===== src/rtl/game_master_pkg.sv =====
// Shared types and sizing helpers for the game controller stages.
package game_master_pkg;

  typedef enum logic [2:0] {
    IDLE  = 3'd0,
    SPAWN = 3'd1,
    AIM   = 3'd2,
    SHOT  = 3'd3,
    END   = 3'd4
  } state_t;

  // Counter width able to hold values 0..n-1, never narrower than one bit.
  function automatic int unsigned cnt_width(input int unsigned n);
    return (n > 1) ? $clog2(n) : 1;
  endfunction

  localparam int unsigned END_CYCLES_DEFAULT = 50_000_000;
  localparam int unsigned PAUSE_W_DEFAULT    = cnt_width(END_CYCLES_DEFAULT);

endpackage


===== src/rtl/game_rise_edge.sv =====
// Rising-edge detector for a debounced key level, with synchronous reset.
module game_rise_edge (
  input  logic clk,
  input  logic reset,
  input  logic level,
  output logic rise
);

  logic level_q;
  logic level_d;

  always_comb begin
    level_d = level;
  end

  // The history bit tracks the key even while reset is held, so a key
  // held down across reset release is not mistaken for a fresh press.
  always_ff @(posedge clk) begin
    level_q <= level_d;
  end

  always_comb begin
    rise = level & ~level_q & ~reset;
  end

endmodule


===== src/rtl/game_master_fsm.sv =====
// Round sequencer: spawns target and torpedo, scores hits, pauses, restarts.
module game_master_fsm
  import game_master_pkg::*;
#(
  parameter int unsigned END_CYCLES   = 50_000_000,
  parameter int unsigned SCORE_WIDTH  = 8,
  parameter int unsigned GUARD_CYCLES = 2
) (
  input  logic                   clk,
  input  logic                   reset,
  input  logic                   launch_key,
  input  logic                   collision,
  input  logic                   target_out_of_screen,
  input  logic                   torpedo_out_of_screen,
  output logic                   target_sprite_enable,
  output logic                   target_write_xy,
  output logic                   torpedo_sprite_enable,
  output logic                   torpedo_write_xy,
  output logic                   end_of_game,
  output logic                   game_won,
  output logic [SCORE_WIDTH-1:0] score
);

  localparam int unsigned PAUSE_W = cnt_width(END_CYCLES);
  localparam int unsigned GUARD_W = cnt_width(GUARD_CYCLES + 1);

  localparam logic [PAUSE_W-1:0]     PAUSE_LAST = PAUSE_W'(END_CYCLES - 1);
  localparam logic [GUARD_W-1:0]     GUARD_LOAD = GUARD_W'(GUARD_CYCLES);
  localparam logic [SCORE_WIDTH-1:0] SCORE_MAX  = {SCORE_WIDTH{1'b1}};

  logic launch_edge;

  state_t                 state_q, state_d;
  logic [GUARD_W-1:0]     guard_q, guard_d;
  logic [PAUSE_W-1:0]     pause_q, pause_d;
  logic [SCORE_WIDTH-1:0] score_q, score_d;
  logic                   won_q,   won_d;
  logic                   hit;

  game_rise_edge u_launch_edge (
    .clk   (clk),
    .reset (reset),
    .level (launch_key),
    .rise  (launch_edge)
  );

  always_ff @(posedge clk) begin
    if (reset) begin
      state_q <= IDLE;
      guard_q <= '0;
      pause_q <= '0;
      score_q <= '0;
      won_q   <= 1'b0;
    end else begin
      state_q <= state_d;
      guard_q <= guard_d;
      pause_q <= pause_d;
      score_q <= score_d;
      won_q   <= won_d;
    end
  end

  // The overlap flag lags the sprite positions, so it is only trusted once
  // the guard window after the torpedo spawn has fully elapsed.
  always_comb begin
    hit = collision && (guard_q == '0);
  end

  always_comb begin
    state_d = state_q;
    guard_d = guard_q;
    pause_d = pause_q;
    score_d = score_q;
    won_d   = won_q;
    case (state_q)
      IDLE: begin
        if (launch_edge) state_d = SPAWN;
      end
      SPAWN: begin
        state_d = AIM;
        won_d   = 1'b0;
      end
      AIM: begin
        if (target_out_of_screen) begin
          state_d = END;
          won_d   = 1'b0;
          pause_d = '0;
        end else if (launch_edge) begin
          state_d = SHOT;
          guard_d = GUARD_LOAD;
        end
      end
      SHOT: begin
        if (guard_q != '0) guard_d = guard_q - GUARD_W'(1);
        if (hit) begin
          state_d = END;
          won_d   = 1'b1;
          pause_d = '0;
          score_d = (score_q == SCORE_MAX) ? score_q : score_q + SCORE_WIDTH'(1);
        end else if (target_out_of_screen) begin
          state_d = END;
          won_d   = 1'b0;
          pause_d = '0;
        end else if (torpedo_out_of_screen) begin
          state_d = AIM;
        end
      end
      END: begin
        if (pause_q == PAUSE_LAST) begin
          state_d = SPAWN;
          pause_d = '0;
          if (!won_q) score_d = '0;
        end else begin
          pause_d = pause_q + PAUSE_W'(1);
        end
      end
      default: begin
        state_d = IDLE;
      end
    endcase
  end

  // Torpedo load pulse is the first SHOT cycle, recognisable by a full guard.
  always_comb begin
    target_sprite_enable  = 1'b0;
    target_write_xy       = 1'b0;
    torpedo_sprite_enable = 1'b0;
    torpedo_write_xy      = 1'b0;
    end_of_game           = 1'b0;
    game_won              = won_q;
    score                 = score_q;
    case (state_q)
      SPAWN: target_write_xy = 1'b1;
      AIM:   target_sprite_enable = 1'b1;
      SHOT: begin
        target_sprite_enable  = 1'b1;
        torpedo_sprite_enable = 1'b1;
        torpedo_write_xy      = (guard_q == GUARD_LOAD);
      end
      END:     end_of_game = 1'b1;
      default: ;
    endcase
  end

endmodule


===== config.mk =====
export PLATFORM = sky130hd
export DESIGN_NAME = game_master_fsm
export DESIGN_NICKNAME = d
export VERILOG_FILES = /design/src/rtl/game_master_pkg.sv /design/src/rtl/game_rise_edge.sv /design/src/rtl/game_master_fsm.sv
export SDC_FILE = /design/constraint.sdc
export NUM_CORES = 1
export LEC_CHECK = 0
export BUFFER_PORTS_ARGS = -buffer_cell sky130_fd_sc_hd__buf_2
export CAP_MARGIN = 20
export CORE_MARGIN = 2
export CORE_UTILIZATION = 45
export DETAILED_ROUTE_END_ITERATION = 8
export PLACE_DENSITY = 0.61
export SLEW_MARGIN = 5
export SYNTH_ARGS = -nofsm -noshare
export SYNTH_HDL_FRONTEND = slang
export SYNTH_HIERARCHICAL = 1
export SYNTH_SLANG_ARGS = --single-unit

===== constraint.sdc =====
create_clock -name clk -period 2.6 [get_ports clk]
set_clock_uncertainty 0.05 [all_clocks]
set_input_delay 0.26 -clock clk [delete_from_list [all_inputs] [get_ports clk]]
set_output_delay 0.26 -clock clk [all_outputs]
set_load 0.03 [all_outputs]

Word-level counts from Yosys, hierarchy flattened
Index checks and enable logic that the tools add are counted.
W data, S select, Z words.
{"block": "totals", "ff_bits": 41, "inputBits": 6, "output_inout_bits": 14, "wordCells": 71}
{"block": "classes", "n_addsub": 3, "n_eq_ne": 17, "n_mux": 29, "n_bitwise": 4, "n_reduce_logical": 12}
{"op": "$mux W26", "count": 3}
{"op": "$pmux W26 S3", "count": 1}
{"op": "$mux W8", "count": 4}
{"op": "$add A26 B1 Y26 const B", "count": 1}
{"op": "$eq A26 B26 Y1 const B", "count": 1}
{"op": "$mux W3", "count": 7}
{"op": "$ne A2 B2 Y1 const B", "count": 8}
{"op": "$pmux W8 S2", "count": 1}
{"op": "$pmux W3 S5", "count": 1}
{"op": "$add A8 B1 Y8 const B", "count": 1}
{"op": "$eq A8 B8 Y1 const B", "count": 1}
{"op": "$reduce_and A4 Y1", "count": 2}
{"op": "$mux W1", "count": 7}
{"op": "$eq A3 B2 Y1 const B", "count": 2}
{"op": "$mux W2", "count": 3}
{"op": "$reduce_bool A2 Y1", "count": 3}
{"op": "$reduce_bool A3 Y1", "count": 2}
{"op": "$reduce_and A5 Y1", "count": 1}
{"op": "$ne A4 B4 Y1 const B", "count": 1}
{"op": "$pmux W2 S2", "count": 1}
{"op": "$eq A3 B1 Y1 const B", "count": 1}
{"op": "$eq A3 B3 Y1 const B", "count": 1}
{"op": "$logic_not A3 Y1", "count": 1}
{"op": "$ne A3 B3 Y1 const B", "count": 1}
{"op": "other kinds (8)", "count": 10}

Depth between registers and ports, before layout
{"block": "logic_depth", "ltp_word": 6, "depth_mapped": 8, "depth_no_buf": 7}

Modules after synthesis
Netlist, hierarchy kept.
{"mod": "game_master_fsm", "instances": 1, "cells_each": 274, "area_each_um2": 2184.6, "seq_area_each_um2": 800.8}
{"mod": "game_rise_edge", "instances": 1, "cells_each": 2, "area_each_um2": 32.5, "seq_area_each_um2": 20.0}

Worst setup path before layout
OpenSTA, ideal clock, no wires.
{"block": "synth_path", "kind": "register -> register", "startpoint": "register state_q[1]", "endpoint": "register score_q[4], in the netlist score[4]", "setup_time_ns": 0.153, "t_arrival_ns": 1.898, "required_time_ns": 2.397, "setup_slack_ns": 0.499, "path_stages_with_launch": 7, "path_buffers": 1, "period_less_slack_ns": 2.101, "cell_sequence": "dfxtp_1 -> nor2b_1 -> clkbuf_1 -> nand4_1 -> a31oi_1 -> nand2b_1 -> a41oi_1"}
{"block": "synth_via", "elab_chain_len": 3, "word_cells_on_any_way": 9, "classes_between": "eq/ne (6); mux (1); reduce/logical (2)"}
{"item": "start: declaration", "line": "game_master_fsm.sv:33", "source": "state_t state_q, state_d;"}
{"item": "start signal: assignment", "line": "game_master_fsm.sv:55", "source": "state_q <= state_d;"}
{"item": "$eq A3 B2 Y1 or $eq A3 B3 Y1 (tied branches)", "line": "game_master_fsm.sv:75", "source": "case (state_q)"}
{"item": "$ne A2 B2 Y1 (no source line) or $reduce_bool A2 Y1 (tied branches)"}
{"item": "$reduce_and A5 Y1 (no source line)"}
{"item": "end signal: assignment", "line": "game_master_fsm.sv:58", "source": "score_q <= score_d;"}
{"item": "end: declaration", "line": "game_master_fsm.sv:36", "source": "logic [SCORE_WIDTH-1:0] score_q, score_d;"}
Parallel ways exist; a longest one is shown, timed or not.
A chain may end at the register's enable or synchronous reset.

Worst setup path after layout
{"block": "layout_path", "startpoint": "register pause_q[0]", "endpoint": "register pause_q[24]"}
{"block": "layout_via", "elab_chain_len": 3, "word_cells_on_any_way": 4, "classes_between": "add/sub (1); eq/ne (1); mux (2)"}
{"item": "start: declaration", "line": "game_master_fsm.sv:35", "source": "logic [PAUSE_W-1:0] pause_q, pause_d;"}
{"item": "start signal: assignment", "line": "game_master_fsm.sv:57", "source": "pause_q <= pause_d;"}
{"item": "$add A26 B1 Y26 or $eq A26 B26 Y1 (tied branches)", "line": "game_master_fsm.sv:114, game_master_fsm.sv:109"}
{"item": "$mux W26 *", "line": "game_master_fsm.sv:109", "source": "if (pause_q == PAUSE_LAST) begin"}
{"item": "$pmux W26 S3 *", "line": "game_master_fsm.sv:75"}
Every way passes the cells marked *; elsewhere a longest branch is shown, timed or not.

==> reports/results.txt <==
Initial antenna violation count - 0
CTS tree - built
Max H-tree Level - 2
Final setup margin - 330.5 ps
Leading area contributor after synthesis - dfxtp_1
Ys flop type - dfxtp_1
Maximum capacitance violations - 0
CP Class - reg -> reg
N_diodes - 0
Cell area after layout - 2547 um2
Critical-path top delay cell - a211oi_4
Synth warnings - 6
RePlAce Congestion - 0.8487
# port buffers - 19
First-pass GRT wire length - 9494 um
# hold bufs at CTS - 0
Ports - 20
Root Driver - clkbuf_8
Post-synth EDFFs - 0
Die Y - 74.19 um
Setup violations, final - 0
Worst min path class - in -> reg
Wirelength per Cell - 14.67 um
Nets - 318
Post-synth ARST share - 0
RSZ-0062 raised after global routing - false
Pin count of the biggest net entering global routing - 24
Setup WS pre-CTS - 352.2 ps
Vias - 2,220
Synth top cells by count - dfxtp_1 (41), a21oi_1 (27), nor2_1 (25)
Die area - 5504 um2
Worst Path Max Fanout - 23
Syn Nets - 286
Share of cells above drive strength 1 - 0.1489
Final period demand of the worst path - 2269 ps
Critical Path Source Type - flop
Placeable Area - 4723 um2
Initial core utilization - 0.4694
DP Wirelength - 3972 um
Vias in the first global route - 2,043
Inserted Clock Buffers - 5
Cell row count - 25
Crit-path cells - ha_1 -> nand4_1 -> nor3_1 -> a211oi_4 -> buf_4 -> o21ai_0 -> a31oi_1
Clock Latency Late Sink - 290 ps
Sequential area share after synthesis - 0.3702
Post-route ant nets - 0
Max-slew headroom - 0.4248
Max IR drop VDD - 0.0001905 V
Worst EP arrival - 2450 ps
Peak Freq - 0.4406 GHz
Yosys reg bits - 41
Reg clk slew, reported paths - 80 ps
Post-DP Area - 2467 um2
CTS Sinks - 41
Status - finished clean
PD cells - 424.8 nW/um2
Total grt overflow - 0
Post-Synthesis Cells - 276
Number of vias per cell - 5.904
Final period util - 0.8729
Synth cell types - 50
Syn avg cell area - 8.033 um2
Netlist Area Pre-Place - 2217 um2
TritonRoute pass-1 iters - 5
Delay of the slowest cell on the worst path - 760 ps
GRT Overall Usage - 0.2264
Count leader, synth - dfxtp_1
DRC - 0
Static leakage - 0.9219 nW
Post-CTS sizing - 0
Setup bufs post-CTS - 0
Critical Path Sink Type - flop
Final hold vios - 0
Worst Path Required - 2780 ps
1st-iter DRT viols - 138
Area delta synth->final - 14.90%
Die width - 74.19 um
Area share of the largest cell type after synthesis - 0.3702
Area contributors post-synth - dfxtp_1 (37%), a21oi_1 (6.1%), nand4_1 (5.1%)
WL final - 5517 um
Clock Path Buffers - 2
Sum Neg Setup Slack - 0 ps
Worst slew pin tran - 860.1 ps
Final slew viol count - 0
cell type report:
type / count / area (um2)
Fill cell: 467 / 2176
Multi-Input combinational cell: 212 / 1299
Sequential cell: 41 / 820.8
Timing Repair Buffer: 35 / 215.2
Tap cell: 67 / 83.83
Clock buffer: 8 / 80.08
Inverter: 13 / 48.80
cell usage in the layout (no fill, tap or decap), types with 4 or more instances in the layout:
master	synthesis	final
dfxtp_1	41	41
a21oi_1	27	27
nor2_1	25	25
buf_2	3	19
nand2_1	18	18
nand4_1	18	18
a31oi_1	16	16
buf_4	0	16
o21ai_0	15	15
inv_1	12	12
nand3_1	11	11
nor3_1	9	9
and3_1	7	7
nor4_1	5	5
clkbuf_8	0	5
and2_1	4	4
mux2i_1	4	4
ha_1	4	4
flip-flops by register name, summed over array words and instances, names as in the netlist:
name	flops
game_won	1
state_q	3
score	8
pause_q	26
u_launch_edge/level_q	1
guard_q	2
report_power, final:
part           total, mW  switching, mW  internal [mW]
Clock              0.405          0.214          0.191
Combinational     0.0456         0.0302         0.0155
Sequential         0.631        0.00174          0.629
final timing paths:
check | slack (ps) | cells past startpoint | end | startpoint
setup / recovery | 330 | 7 | pause_q[24]$_SDFFE_PP0P_ | pause_q[0]$_SDFFE_PP0P_
hold / removal | 40 | 1 | u_launch_edge/level_q$_DFF_P_ | launch_key
setup reg to reg | 330 | 7 | pause_q[24]$_SDFFE_PP0P_ | pause_q[0]$_SDFFE_PP0P_
hold reg to reg | 420 | 2 | guard_q[1]$_SDFFE_PP0P_ | guard_q[1]$_SDFFE_PP0P_
cell families after synthesis:
family / Yosys count / share of synthesized area
flip-flops: 41 / 0.3702
XOR/XNOR: 1 / 0.003951
adder cells (fa/ha/maj): 4 / 0.02257
buffers and inverters: 23 / 0.04739
multiplexers: 4 / 0.01806
AND/OR/NAND/NOR: 118 / 0.2929
AO/OA/AOI/OAI: 85 / 0.2449
layer usage:
layer,wire (um),vias up,global-route usage
met3,251,6,0.04878
met4,81,0,0.08081
li1,-,1114,-
met2,2749,57,0.3889
met1,2434,1043,0.2796
met5,0,-,0
worst max-delay path: cells and delay by family (launching register included):
family / cells / cell delay [ps]
and+or+nand+nor: 2 / 210
AOI/OAI and AO/OA: 3 / 1020
buffers and inverters: 1 / 320
adders and majority gates: 1 / 250
DFF: 1 / 350
metrics by stage:
step | hold WS [ps] | total power, mW | util | cells
6_report | 38.24 | 1.082 | 0.5393 | 376
5_1_grt | 28.33 | 1.126 | 0.5393 | 376
4_1_cts | 24.02 | 1.097 | 0.5393 | 376
3_5_place_dp | 333.6 | 0.6915 | 0.5224 | 368
3_3_place_gp | 327.0 | 0.6910 | 0.5224 | 368
2_1_floorplan | 237.7 | 0.6733 | - | 276
(Power assumes the default switching activity.)
